===== src/rtl/input_command_decoder_pkg.sv =====
// ============================================================================
// input_command_decoder_pkg : shared encodings for the player input decoder
// Revision: 1.0
// ============================================================================
`default_nettype none

package input_command_decoder_pkg;

    localparam logic DIR_LEFT  = 1'b0;
    localparam logic DIR_RIGHT = 1'b1;
    localparam logic DIR_UP    = 1'b0;
    localparam logic DIR_DOWN  = 1'b1;

    localparam logic AXIS_X = 1'b0;
    localparam logic AXIS_Y = 1'b1;

    typedef enum logic [1:0] {
        ST_IDLE   = 2'd0,
        ST_FIRST  = 2'd1,
        ST_REPEAT = 2'd2
    } step_state_t;

endpackage

`default_nettype wire


===== src/rtl/input_command_decoder_player_input_channel.sv =====
// ============================================================================
// player_input_channel : one player's key resolution, step FSM, bomb cooldown
// Revision: 1.0
// ============================================================================
`default_nettype none

module player_input_channel
    import input_command_decoder_pkg::*;
#(
    parameter int CNT_W         = 26,
    parameter int FIRST_DELAY   = 25000000,
    parameter int REPEAT_CYCLES = 12500000,
    parameter int BOMB_COOLDOWN = 50000000,
    parameter int ALLOW_DIAG    = 1
) (
    input  logic clock,
    input  logic resetn,
    input  logic enable,
    input  logic key_up,
    input  logic key_down,
    input  logic key_left,
    input  logic key_right,
    input  logic key_bomb,
    output logic xdir,
    output logic ydir,
    output logic x_mov,
    output logic y_mov,
    output logic step,
    output logic bomb
);

    if (FIRST_DELAY < 1 || longint'(FIRST_DELAY) >= (longint'(1) << CNT_W) ||
        REPEAT_CYCLES < 1 || longint'(REPEAT_CYCLES) >= (longint'(1) << CNT_W) ||
        BOMB_COOLDOWN < 1 || longint'(BOMB_COOLDOWN) >= (longint'(1) << CNT_W)) begin : g_bad_params
        $error("player_input_channel: timing parameters must be in [1, 2^CNT_W)");
    end

    localparam logic [CNT_W-1:0] FIRST_LOAD  = CNT_W'(FIRST_DELAY - 1);
    localparam logic [CNT_W-1:0] REPEAT_LOAD = CNT_W'(REPEAT_CYCLES - 1);
    localparam logic [CNT_W-1:0] COOL_LOAD   = CNT_W'(BOMB_COOLDOWN);
    localparam bit               DIAG        = (ALLOW_DIAG != 0);

    logic prev_up, prev_down, prev_left, prev_right, prev_bomb;
    logic last_x, last_y, last_axis;
    logic rise_up, rise_down, rise_left, rise_right, rise_bomb;
    logic last_x_nxt, last_y_nxt, last_axis_nxt;
    logic x_act, y_act, xdir_res, ydir_res, x_mov_res, y_mov_res;
    logic xdir_nxt, ydir_nxt, step_nxt, bomb_nxt;
    logic [3:0] mot, prev_mot;
    step_state_t state, state_nxt;
    logic [CNT_W-1:0] cnt, cnt_nxt, cooldown, cooldown_nxt;

    assign rise_up    = key_up    & ~prev_up;
    assign rise_down  = key_down  & ~prev_down;
    assign rise_left  = key_left  & ~prev_left;
    assign rise_right = key_right & ~prev_right;
    assign rise_bomb  = key_bomb  & ~prev_bomb;

    // Simultaneous rises favour right/down, and x over y for axis selection.
    assign last_x_nxt    = rise_right ? DIR_RIGHT : (rise_left ? DIR_LEFT : last_x);
    assign last_y_nxt    = rise_down  ? DIR_DOWN  : (rise_up   ? DIR_UP   : last_y);
    assign last_axis_nxt = (rise_left | rise_right) ? AXIS_X :
                           ((rise_up | rise_down) ? AXIS_Y : last_axis);

    assign x_act = key_left | key_right;
    assign y_act = key_up   | key_down;

    assign xdir_res = (key_left & key_right) ? last_x_nxt :
                      (key_right ? DIR_RIGHT : (key_left ? DIR_LEFT : xdir));
    assign ydir_res = (key_up & key_down) ? last_y_nxt :
                      (key_down ? DIR_DOWN : (key_up ? DIR_UP : ydir));

    assign x_mov_res = x_act & (DIAG | ~y_act | (last_axis_nxt == AXIS_X));
    assign y_mov_res = y_act & (DIAG | ~x_act | (last_axis_nxt == AXIS_Y));

    assign xdir_nxt = enable ? xdir_res : xdir;
    assign ydir_nxt = enable ? ydir_res : ydir;
    // Direction bits only matter while that axis moves, so mask them in the motion word.
    assign mot = enable ? {x_mov_res, y_mov_res, x_mov_res & xdir_res, y_mov_res & ydir_res}
                        : 4'b0000;

    always_comb begin
        state_nxt = state;
        cnt_nxt   = cnt;
        step_nxt  = 1'b0;
        if (mot == 4'b0000) begin
            state_nxt = ST_IDLE;
        end else begin
            case (state)
                ST_IDLE: begin
                    step_nxt  = 1'b1;
                    cnt_nxt   = FIRST_LOAD;
                    state_nxt = ST_FIRST;
                end
                default: begin
                    if (mot != prev_mot) begin
                        step_nxt  = 1'b1;
                        cnt_nxt   = FIRST_LOAD;
                        state_nxt = ST_FIRST;
                    end else if (cnt == '0) begin
                        step_nxt  = 1'b1;
                        cnt_nxt   = REPEAT_LOAD;
                        state_nxt = ST_REPEAT;
                    end else begin
                        cnt_nxt = cnt - 1'b1;
                    end
                end
            endcase
        end
    end

    assign bomb_nxt     = enable & rise_bomb & (cooldown == '0);
    assign cooldown_nxt = bomb_nxt ? COOL_LOAD :
                          ((cooldown != '0) ? cooldown - 1'b1 : cooldown);

    always_ff @(posedge clock) begin
        if (resetn) begin
            prev_up    <= 1'b0;
            prev_down  <= 1'b0;
            prev_left  <= 1'b0;
            prev_right <= 1'b0;
            prev_bomb  <= 1'b0;
            last_x     <= 1'b0;
            last_y     <= 1'b0;
            last_axis  <= 1'b0;
            xdir       <= 1'b0;
            ydir       <= 1'b0;
            x_mov      <= 1'b0;
            y_mov      <= 1'b0;
            step       <= 1'b0;
            bomb       <= 1'b0;
            state      <= ST_IDLE;
            cnt        <= '0;
            prev_mot   <= 4'b0000;
            cooldown   <= '0;
        end else begin
            prev_up    <= key_up;
            prev_down  <= key_down;
            prev_left  <= key_left;
            prev_right <= key_right;
            prev_bomb  <= key_bomb;
            last_x     <= last_x_nxt;
            last_y     <= last_y_nxt;
            last_axis  <= last_axis_nxt;
            xdir       <= xdir_nxt;
            ydir       <= ydir_nxt;
            x_mov      <= mot[3];
            y_mov      <= mot[2];
            step       <= step_nxt;
            bomb       <= bomb_nxt;
            state      <= state_nxt;
            cnt        <= cnt_nxt;
            prev_mot   <= mot;
            cooldown   <= cooldown_nxt;
        end
    end

endmodule

`default_nettype wire


===== src/rtl/input_command_decoder.sv =====
// ============================================================================
// input_command_decoder : per-player movement/bomb decoding for NUM_PLAYERS
// Revision: 1.0
// ============================================================================
`default_nettype none

module input_command_decoder
    import input_command_decoder_pkg::*;
#(
    parameter int NUM_PLAYERS   = 2,
    parameter int CNT_W         = 26,
    parameter int FIRST_DELAY   = 25000000,
    parameter int REPEAT_CYCLES = 12500000,
    parameter int BOMB_COOLDOWN = 50000000,
    parameter int ALLOW_DIAG    = 1
) (
    input  logic                   clock,
    input  logic                   resetn,
    input  logic                   enable,
    input  logic [NUM_PLAYERS-1:0] key_up,
    input  logic [NUM_PLAYERS-1:0] key_down,
    input  logic [NUM_PLAYERS-1:0] key_left,
    input  logic [NUM_PLAYERS-1:0] key_right,
    input  logic [NUM_PLAYERS-1:0] key_bomb,
    output logic [NUM_PLAYERS-1:0] p_xdir,
    output logic [NUM_PLAYERS-1:0] p_ydir,
    output logic [NUM_PLAYERS-1:0] p_x_mov,
    output logic [NUM_PLAYERS-1:0] p_y_mov,
    output logic [NUM_PLAYERS-1:0] p_step,
    output logic [NUM_PLAYERS-1:0] p_bomb
);

    for (genvar i = 0; i < NUM_PLAYERS; i++) begin : g_player
        player_input_channel #(
            .CNT_W         (CNT_W),
            .FIRST_DELAY   (FIRST_DELAY),
            .REPEAT_CYCLES (REPEAT_CYCLES),
            .BOMB_COOLDOWN (BOMB_COOLDOWN),
            .ALLOW_DIAG    (ALLOW_DIAG)
        ) u_channel (
            .clock     (clock),
            .resetn    (resetn),
            .enable    (enable),
            .key_up    (key_up[i]),
            .key_down  (key_down[i]),
            .key_left  (key_left[i]),
            .key_right (key_right[i]),
            .key_bomb  (key_bomb[i]),
            .xdir      (p_xdir[i]),
            .ydir      (p_ydir[i]),
            .x_mov     (p_x_mov[i]),
            .y_mov     (p_y_mov[i]),
            .step      (p_step[i]),
            .bomb      (p_bomb[i])
        );
    end

endmodule

`default_nettype wire


===== config.mk =====
export PLATFORM = sky130hd
export DESIGN_NAME = input_command_decoder
export DESIGN_NICKNAME = d
export VERILOG_FILES = /design/src/rtl/input_command_decoder_pkg.sv /design/src/rtl/input_command_decoder_player_input_channel.sv /design/src/rtl/input_command_decoder.sv
export SDC_FILE = /design/constraint.sdc
export NUM_CORES = 1
export LEC_CHECK = 0
export CORE_UTILIZATION = 44
export DETAILED_ROUTE_END_ITERATION = 12
export SLEW_MARGIN = 30
export SYNTH_ARGS = -nofsm -noshare
export SYNTH_HDL_FRONTEND = slang
export SYNTH_HIERARCHICAL = 1
export SYNTH_SLANG_ARGS = --single-unit

===== constraint.sdc =====
create_clock -name clock -period 3.08 [get_ports clock]
set_clock_uncertainty 0.2 [all_clocks]
set_input_delay 0.616 -clock clock [delete_from_list [all_inputs] [get_ports clock]]
set_output_delay 0.616 -clock clock [all_outputs]
set_load 0.1 [all_outputs]

Yosys cells after proc, flatten, opt, wreduce, memory -nomap -nowiden
Index checks and enable logic that the tools add are counted.
{"block": "totals", "reg_bits": 142, "in_bits": 13}
{"block": "op_classes", "reduce_logical": 20, "n_addsub": 4, "muxes": 44, "n_bitwise": 36, "n_eq_ne": 2}
{"operator": "26-bit 2-to-1 mux", "count": 10}
{"operator": "26-bit logical NOT", "count": 4}
{"operator": "26-bit by 1-bit subtractor with 26-bit output (second input constant)", "count": 4}
{"operator": "26-bit nonzero test", "count": 2}
{"operator": "1-bit 2-to-1 mux", "count": 32}
{"operator": "1-bit AND", "count": 22}
{"operator": "1-bit NOT", "count": 10}
{"operator": "4-bit logical NOT", "count": 2}
{"operator": "4-bit 2-to-1 mux", "count": 2}
{"operator": "4-bit != test", "count": 2}
{"operator": "2-bit OR reduction", "count": 4}
{"operator": "4-bit OR reduction", "count": 2}
{"operator": "3-bit nonzero test", "count": 2}
{"operator": "2-bit logical NOT", "count": 2}
{"operator": "1-bit bitwise OR", "count": 4}
{"operator": "2-bit nonzero test", "count": 2}

Depth between registers and ports, before layout
Gate-level depths: netlist of the first run.
{"block": "logic_depth", "ltp_word": 10, "mapped_depth": 9, "depth_no_buf": 8}

Modules after synthesis
The synthesis of the first run kept the hierarchy.
{"mod": "player_input_channel at g_player[1].u_channel", "area_each_um2": 3215.6, "cells_each": 385, "seq_area_each_um2": 1381.3, "n_inst": 1}
{"mod": "player_input_channel at g_player[0].u_channel", "area_each_um2": 3156.8, "cells_each": 369, "seq_area_each_um2": 1381.3, "n_inst": 1}

Worst setup path after synthesis of the first run
Ideal clock, no wire load.
{"block": "synth_timing", "path_kind": "register -> register", "start": "register g_player[1].u_channel.cnt[8]", "end": "register g_player[1].u_channel.cnt[17]", "setup_ps": 86, "stages_incl_launch_ff": 8, "period_less_slack_ps": 2842, "t_arrival_ps": 2556, "n_path_buf": 1, "setup_slack_ps": 238, "required_time_ps": 2794, "cell_sequence": "dfxtp_1 -> or4_4 -> or4_4 -> buf_6 -> nor4_4 -> nor2_1 -> or4_1 -> a211oi_1"}
{"block": "synth_between", "elab_chain_cells": 4, "word_cells_on_any_way": 5}
{"item": "start, declared", "line": "input_command_decoder_player_input_channel.sv:51", "text": "logic [CNT_W-1:0] cnt, cnt_nxt, cooldown, cooldown_nxt;"}
{"item": "start signal, assigned", "line": "input_command_decoder_player_input_channel.sv:152", "text": "cnt <= cnt_nxt;"}
{"item": "26-bit by 1-bit subtractor with 26-bit output / 26-bit logical NOT (equally long branches)", "line": "input_command_decoder_player_input_channel.sv:105, input_command_decoder_player_input_channel.sv:100"}
{"item": "26-bit 2-to-1 mux (*)", "line": "input_command_decoder_player_input_channel.sv:100", "text": "end else if (cnt == '0) begin"}
{"item": "26-bit 2-to-1 mux (*)", "line": "input_command_decoder_player_input_channel.sv:96", "text": "if (mot != prev_mot) begin"}
{"item": "26-bit 2-to-1 mux (*)", "line": "input_command_decoder_player_input_channel.sv:89", "text": "case (state)"}
Mark *: on every way between the ends. The rest lies on a longest branch, timed or not.
A chain may end at the register's enable or synchronous reset.

Worst setup path in the final report of the first run
{"block": "layout_timing", "start": "register g_player[0].u_channel.cnt[16]", "end": "register g_player[0].u_channel.cnt[10]"}
{"block": "layout_between", "elab_chain_cells": 4}
{"item": "start, declared", "line": "input_command_decoder_player_input_channel.sv:51"}
{"item": "start signal, assigned", "line": "input_command_decoder_player_input_channel.sv:152"}
{"item": "26-bit logical NOT", "line": "input_command_decoder_player_input_channel.sv:100"}
{"item": "26-bit 2-to-1 mux", "line": "input_command_decoder_player_input_channel.sv:100"}
{"item": "26-bit 2-to-1 mux", "line": "input_command_decoder_player_input_channel.sv:96"}
{"item": "26-bit 2-to-1 mux", "line": "input_command_decoder_player_input_channel.sv:89"}
Every way passes these cells.

==> results.txt, run 1 <==
- The most used flip-flop cell after synthesis is sky130_fd_sc_hd__dfxtp_1.
- For this design the static power due to leakage is roughly 2.9 nW.
* Total congestion overflow after global routing: 0
* H-tree Lvls: 4
- The worst setup path is launched from a flop.
- Type of the worst min-delay path: flop to flop
- In the final timing run, aggregate negative setup slack is 0 ns.
* Count of clock tree sinks: 138
- Final worst slack: about 0.23 ns
- Once layout is complete, the utilization of the core stands at 54.0%.
* Cell type contributing the most total cell area after synthesis: sky130_fd_sc_hd__dfxtp_1
- In this run the worst path has a maximum fanout of 12.
- Count of final setup violators: 0
- Worst slack at placement: -0.0562 ns
* Average via count per standard cell: 5.61
* Number of library cell types mapped by synthesis: 58
- Proportion of synthesized chip area in sequential cells: 43.4%
* Count of state elements after synthesis: ~140
- IR Drop Worst-Case VDD: roughly 0.59 mV
* Max Cap Violations: 0
- The initialized floorplan defines 43 standard-cell rows.
- On the final layout, the worst hold slack is 0.254 ns.
* Finished layout cell area: 7550 sq um
* Number of enable flip-flop cells after synthesis: 0
- Unrepaired setup endpoints after global routing: false
- The count of endpoints failing hold in the final timing report is 0.
- Number of CTS-inserted buffers: 17
- Mean Syn Cell Area: approximately 8.5 sq um
- Aggregate global-route resource usage: between 20% and 30%
- Clock latency on the worst-skew pair, taken at its later pin, is approximately 0.42 ns.
- Top post-synthesis cells by area: sky130_fd_sc_hd__dfxtp_1 (43%), sky130_fd_sc_hd__nor2_1 (5.8%), sky130_fd_sc_hd__xnor2_1 (4.4%), sky130_fd_sc_hd__nor3_1 (4.1%), sky130_fd_sc_hd__a21oi_1 (3.3%)
- STA classifies the critical path endpoint as a flop.
- Number of max-slew violations in the final report: 0
* Hold-fix buffer count after cts: 0
- Counting along the longest clock path gives a buffer depth of 2.
- Largest net degree at the start of global routing: 39
* Final weighted congestion in routability-driven placement: 0.808
- Once layout is complete, the cells apart from fillers number a little under 1000.
- Fill cell count: 1317
* TritonCTS clock tree: yes
* Total design power: about 6.8 mW
* Share of async-settable or async-resettable flops after synthesis: 0%
- The initial utilization of the core area, before any placement, comes to around 46%.
- The die covers 15000 sq um.
- For this run, the detailed router's first-pass iteration total came to 5.
- Post-cts gate resize count: 0
- Global-route wire length before repair: 24800 um
- Number of antenna diodes: 0
- Number of global-route vias before repair: approximately 5300
* Core area: 14000 sq um
- Buffers placed on the I/O ports in this run total 24.
- The worst path uses 92.4% of the clock period.
- Power spread over the standard cell area amounts to about 900 nW/um^2.
- The run finished with clean final reports.
- During synthesis, Yosys emitted a total of 6 warnings.
- Final worst path period need: between 2 and 3 ns
* Worst setup path category: flop to flop
- Post-DRT Antenna Nets: 0
* Horiz. Die Dim: 122 um
- Routed wire length: 14600 um
- In the post-synthesis netlist, the cell with the most instances is sky130_fd_sc_hd__dfxtp_1.
- Iter 0 DRT Violations: slightly below 400
- After synthesis the cells add up to 6370 sq um.
* Post-CTS clock slew at the launch and capture registers of the worst setup and hold paths: 0.06 ns
- Buffers added to address setup during post-CTS repair amount to 0.
* Placed instance count: 962
- Area share of the largest cell type after synthesis: between 40% and 50%
- Wirelength per Cell: 14.7 um
* Post-synthesis instance total: 754
- Area growth from synthesis to layout: 18.5%
- At the pin with the least slew margin, the transition time is between 0.8 and 0.9 ns.
- Arrival time of data at the critical path endpoint: ~3 ns
- Counting instances in the post-synthesis netlist gives the leading cell types as sky130_fd_sc_hd__dfxtp_1 (138), sky130_fd_sc_hd__nor2_1 (98), sky130_fd_sc_hd__nor3_1 (52).
* Vertical die dimension: 122 um
* DRC violations left: 0
- Ratio of cells with drive above 1 in the final layout: 12.7%
- Timing would allow up to 351 MHz.
- Detailed placement ended at an HPWL of 10100 um.
- Detailed routing inserted a total of 5579 vias.
- For the worst setup path, the data required time is 3.19 ns.
- Number of antenna violations at the first check in global routing: 0
* Net Count, Synth: 775
- 25 I/O pins were placed.
- Measured against its own limit, the worst slew margin works out to 45.3%.
- The final layout contains 822 nets.
- Post-DP Area: 6960 sq um
- Master cell of the clock root buffer: sky130_fd_sc_hd__clkbuf_16
[power by group]
part | total (mW) | internal (mW) | switching, mW | leakage, nW
sequential | 2.45 | 2.14 | 0.309 | 1.14
clock | 2.02 | 1.28 | 0.737 | 0.292
combinational | 2.34 | 0.960 | 1.38 | 1.43
[cells in the final DEF, fill, tap and decap left out, types with 4 or more instances in the layout]
master | synthesis | final
sky130_fd_sc_hd__nor2b_1 | 4 | 4
sky130_fd_sc_hd__and2_1 | 6 | 6
sky130_fd_sc_hd__o32ai_1 | 5 | 5
sky130_fd_sc_hd__or4_1 | 12 | 12
sky130_fd_sc_hd__a311oi_1 | 11 | 11
sky130_fd_sc_hd__or3_1 | 16 | 16
sky130_fd_sc_hd__dfxtp_1 | 138 | 138
sky130_fd_sc_hd__a211oi_1 | 21 | 21
sky130_fd_sc_hd__ha_1 | 8 | 8
sky130_fd_sc_hd__clkdlybuf4s50_1 | 0 | 11
sky130_fd_sc_hd__nand4_1 | 6 | 6
sky130_fd_sc_hd__inv_1 | 26 | 26
sky130_fd_sc_hd__nand2b_1 | 16 | 16
sky130_fd_sc_hd__a21oi_1 | 42 | 42
sky130_fd_sc_hd__buf_4 | 0 | 49
sky130_fd_sc_hd__or4_4 | 5 | 5
sky130_fd_sc_hd__clkbuf_16 | 0 | 17
sky130_fd_sc_hd__nor4_1 | 26 | 26
sky130_fd_sc_hd__nor3_1 | 52 | 52
sky130_fd_sc_hd__xor2_1 | 24 | 24
sky130_fd_sc_hd__xnor2_1 | 32 | 32
sky130_fd_sc_hd__or2_2 | 5 | 5
sky130_fd_sc_hd__nand4b_1 | 4 | 4
sky130_fd_sc_hd__o41ai_1 | 8 | 7
sky130_fd_sc_hd__nand2_1 | 45 | 45
sky130_fd_sc_hd__nand3_1 | 14 | 14
sky130_fd_sc_hd__o21ai_0 | 41 | 41
sky130_fd_sc_hd__nor2_1 | 98 | 98
sky130_fd_sc_hd__a31oi_1 | 12 | 12
sky130_fd_sc_hd__clkbuf_8 | 0 | 8
[per-layer routing]
metal | track usage (%) | wire (um) | vias up | part of all wire [%]
met5 | 0 | 0 | - | 0
met4 | 8.16 | 179 | 0 | 1.2
met3 | 4.79 | 559 | 12 | 3.8
met2 | 33.1 | 6650 | 89 | 46
met1 | 27.2 | 7190 | 2644 | 49
li1 | - | - | 2834 | -
[worst paths after layout]
check / start / endpoint / slack, ns / depth (start not counted)
setup / recovery: g_player[0].u_channel/cnt[16] / g_player[0].u_channel/cnt[10] / 0.23 / 6
hold / removal: g_player[0].u_channel/state[1] / g_player[0].u_channel/state[1] / 0.25 / 2
setup reg to reg: g_player[0].u_channel/cnt[16] / g_player[0].u_channel/cnt[10] / 0.23 / 6
hold reg to reg: g_player[0].u_channel/state[1] / g_player[0].u_channel/state[1] / 0.25 / 2
[area by class of cell]
type / count / area, sq um / area share [%]
flip-flops and latches: 138 / 2760 / 36.6
repair buffers: 61 / 483 / 6.39
well taps: 180 / 225 / 2.98
multi-input cells: 556 / 3380 / 44.8
clock inverters: 5 / 55.1 / 0.729
clock buffers: 27 / 543 / 7.19
inverters: 27 / 101 / 1.34
[logic make-up after synthesis]
group	count (synthesis)	share of synthesized area [%]
buffers and inverters	60	3.67
adder cells (fa/ha/maj)	8	1.57
multiplexers	2	0.353
AO/OA/AOI/OAI	164	16.6
AND/OR/NAND/NOR	326	26.7
flip-flops	138	43.4
XOR/XNOR	56	7.70
[critical path, stage by stage (launching register included)]
cell,delay [ns]
sky130_fd_sc_hd__dfxtp_1,0.33
sky130_fd_sc_hd__or4_4,0.56
sky130_fd_sc_hd__or4_4,0.47
sky130_fd_sc_hd__or4_4,0.63
sky130_fd_sc_hd__a21oi_1,0.16
sky130_fd_sc_hd__nor2_1,0.06
sky130_fd_sc_hd__a2111oi_2,0.32
[flip-flops by register name, indices dropped and copies added, names as in the netlist, 4 cells and up]
signal and cells:
g_player.u_channel/cooldown 52, g_player.u_channel/cnt 52, g_player.u_channel/state 4, g_player.u_channel/prev_mot 6
No activity file was read; power rests on OpenSTA's default activity.
==> run 2, diff against run 1 <==
- GPL_ROUTABILITY_DRIVEN: unset -> 0
- GPL_TIMING_DRIVEN: unset -> 0
==> run 2 against run 1 <==
Sequential cell count unchanged. Sequential power about the same. Core utilization hardly changed. Global-route usage grew 0.63 points. First-iteration DRC count shrank 18%. Non-clock buffer count rose by 1. Power is 1.2% higher. Die area did not move. Critical path type unchanged. Largest power group unchanged.
==> results.txt, run 2 (same netlist as run 1, synthesis figures left out) <==
- The run finished with clean final reports.
- CP dominant cell by count: sky130_fd_sc_hd__or4_4
- The final setup violation count was 0 (unchanged).
* Finished layout cell area: 7560 sq um (about the same)
- Post-DRT Antenna Nets: 0 (unchanged)
- The average vias per placed instance came to 5.69 (+1.4%).
* Insertion delay of the later-clocked pin in the worst-skew pair: 0.42 ns (about the same)
- Total via count after detailed routing: 5662 (+1.5%)
- The total power consumption of the routed design is 6.90 mW (+1.2%).
- The worst register-to-register path begins at g_player[1].u_channel/cnt[8].
- The area after detailed placement is 6830 sq um (-1.8%).
* Wirelength per Cell: 15.4 um (+4.7%)
* Arrival time of data at the critical path endpoint: 3.13 ns (+0.17 ns)
- The worst hold path terminates at g_player[0].u_channel/state[1].
- Max Cap Violations: 0 (unchanged)
- # port buffers: 21 (-13%)
- The delay of the slowest cell on the worst path was 0.55 ns (-0.08 ns).
- Iter 0 DRT Violations: 325 (-18%)
* Part of the cycle the worst path needs: 97.2% (+4.8 points)
* Hold path depth: 2 (unchanged)
- Nets: 823 (+0.12%)
- Master cell of the clock root buffer: sky130_fd_sc_hd__clkbuf_16
* Crit path capture type: flop
* Routed wire length: 15300 um (+4.9%)
- In this run the worst hold path is classified as flop to flop.
- The normalized max-slew margin is 32.4% (-13 points).
* Largest net degree at the start of global routing: 17 (-56%)
- Unrepaired setup endpoints after global routing: false
- Maximum operating frequency: 334 MHz (-4.9%)
* Startpoint type of the worst setup path: flop
- The total congestion overflow came to 0 (unchanged).
- Crit Path Max Fanout: 7 (-5)
- LEAKAGE: 2.75 nW (-3.8%)
- The sink count of the clock tree was 138 (unchanged).
- H-tree Lvls: 4 (unchanged)
* Number of antenna diodes: 0 (unchanged)
- TritonCTS built the clock tree.
- The post-route setup TNS is 0 ns (unchanged).
- Number of antenna violations at the first check in global routing: 0 (unchanged)
* I/O pins: 25 (unchanged)
- The quantity of hold-fixing buffers added after cts is 0 (unchanged).
* PD cells: 913 nW/um^2 (+1.2%)
- The number of clock buffers inserted by TritonCTS came to 17 (unchanged).
* Ratio of cells with drive above 1 in the final layout: 9.94% (-2.7 points)
- The count of pins over their slew limit came to 0 (unchanged).
- DRC violations left: 0 (unchanged)
- Fill cell count: 1319 (+0.15%)
* Standard cell with the maximum stage delay on the critical path: sky130_fd_sc_hd__or4_4
- End of the worst register-to-register path: g_player[1].u_channel/cnt[17]
- Top library cells by usage in the layout, fill and taps aside: sky130_fd_sc_hd__dfxtp_1 (137), sky130_fd_sc_hd__nor2_1 (98), sky130_fd_sc_hd__nor3_1 (49)
* Area growth from synthesis to layout: 18.6% (about the same)
- Maximum number of buffers from clock root to sink: 2 (unchanged)
* Transition time of the tightest slew-check pin: 1.01 ns (+0.199 ns)
* Required time of the critical path: 3.21 ns (+0.02 ns)
- Launch point of the worst path: g_player[1].u_channel/cnt[8]
- IR Drop Worst-Case VDD: 0.488 mV (-18%)
- The width of the chip is 122 um (unchanged).
* Final worst path period need: 2.99 ns (+0.148 ns)
- The site row count was 43 (unchanged).
* Core area: 14000 sq um (unchanged)
- Post-CTS clock slew at the launch and capture registers of the worst setup and hold paths: 0.06 ns (about the same)
- Hold path startpoint: g_player[0].u_channel/state[1]
* Final hold viol count: 0 (unchanged)
* Starting density of the core: 45.6% (unchanged)
- Setup slack on the worst flop-to-flop path: 0.09 ns (-0.15 ns)
* Number of global-route vias before repair: 5378 (+1.3%)
- The all-layer global routing usage was 21.4% (+0.63 points).
* Iteration count of the initial detailed-routing pass: 5 (unchanged)
- Leaving out fill and tap cells, the most frequent cell in the layout is sky130_fd_sc_hd__dfxtp_1.
* Estimated wirelength of the detail-placed design: 10700 um (+5.1%)
- Vertical die dimension: 122 um (unchanged)
- The share of the core filled with cells in the final layout came to 54.0% (about the same).
* Top flop regs: g_player.u_channel/cnt (52), g_player.u_channel/cooldown (52), g_player.u_channel/prev_mot (6)
- Die Area: 15000 sq um (unchanged)
* Global-route wire length before repair: 25300 um (+2.0%)
* List of cells traversed by the critical path: or4_4 > or4_4 > buf_6 > nor4_4 > buf_4 > nor2_1 > or4_1 > a211oi_2
- Logic depth of the worst register-to-register path: 8 (+2)
- The critical path is of the flop to flop type.
==> run 2: layout make-up <==
class	count	area, sq um	area share [%]
flip-flops and latches	138	2760	36.6
plain buffers	31	126	1.67
well taps	180	225	2.98
repair buffers	31	285	3.77
clock inverters	13	143	1.89
multi-input cells	556	3460	45.8
inverters	27	101	1.34
clock buffers	19	453	5.99
==> run 2: worst max-delay path: cells and delay by family, from the launching register on <==
family          cells  cell delay [ns]
flops               1             0.34
buf+inv             2             0.32
simple gates        5             1.88
compound gates      1             0.17
==> run 2: repair_timing <==
action	in CTS	in global routing
setup endpoints to repair	31	59
resized for setup	4	10
setup buffers	0	9
pin swaps	0	5
==> run 2: worst max path at each step <==
stage / to / slack (ns) / cells past startpoint
2_1_floorplan: g_player[1].u_channel/cnt[17] / 0.24 / 7
3_3_place_gp: g_player[1].u_channel/cnt[11] / -0.52 / 8
3_5_place_dp: g_player[1].u_channel/cnt[20] / -0.52 / 8
4_1_cts: g_player[1].u_channel/cnt[17] / 0.02 / 7
5_1_grt: g_player[1].u_channel/cnt[16] / 0.003 / 8
6_report: g_player[1].u_channel/cnt[17] / 0.09 / 8
==> run 2: stage by stage <==
stage                     hold WS [ns]  cells  setup slack [ns]
after floorplan                  0.223    754             0.238
after global placement           0.239    955            -0.516
after detailed placement         0.249    956            -0.520
after CTS                        0.258    988            0.0219
after global routing             0.292    995           0.00293
final                            0.256    995            0.0851
==> run 2: per-layer routing <==
metal	vias to the layer above	routed length (um)	GRT usage, %
met4	0	164	8.54
met1	2682	7130	27.1
met2	126	7200	34.8
met5	-	0	0
met3	15	785	5.39
li1	2839	-	-
==> run 2: power breakdown <==
| group | total (mW) | leakage [nW] | internal, mW | switching, mW |
|---|---|---|---|---|
| Sequential | 2.47 | 1.14 | 2.14 | 0.324 |
| Combinational | 2.39 | 1.33 | 0.944 | 1.45 |
| Clock | 2.04 | 0.278 | 1.24 | 0.800 |
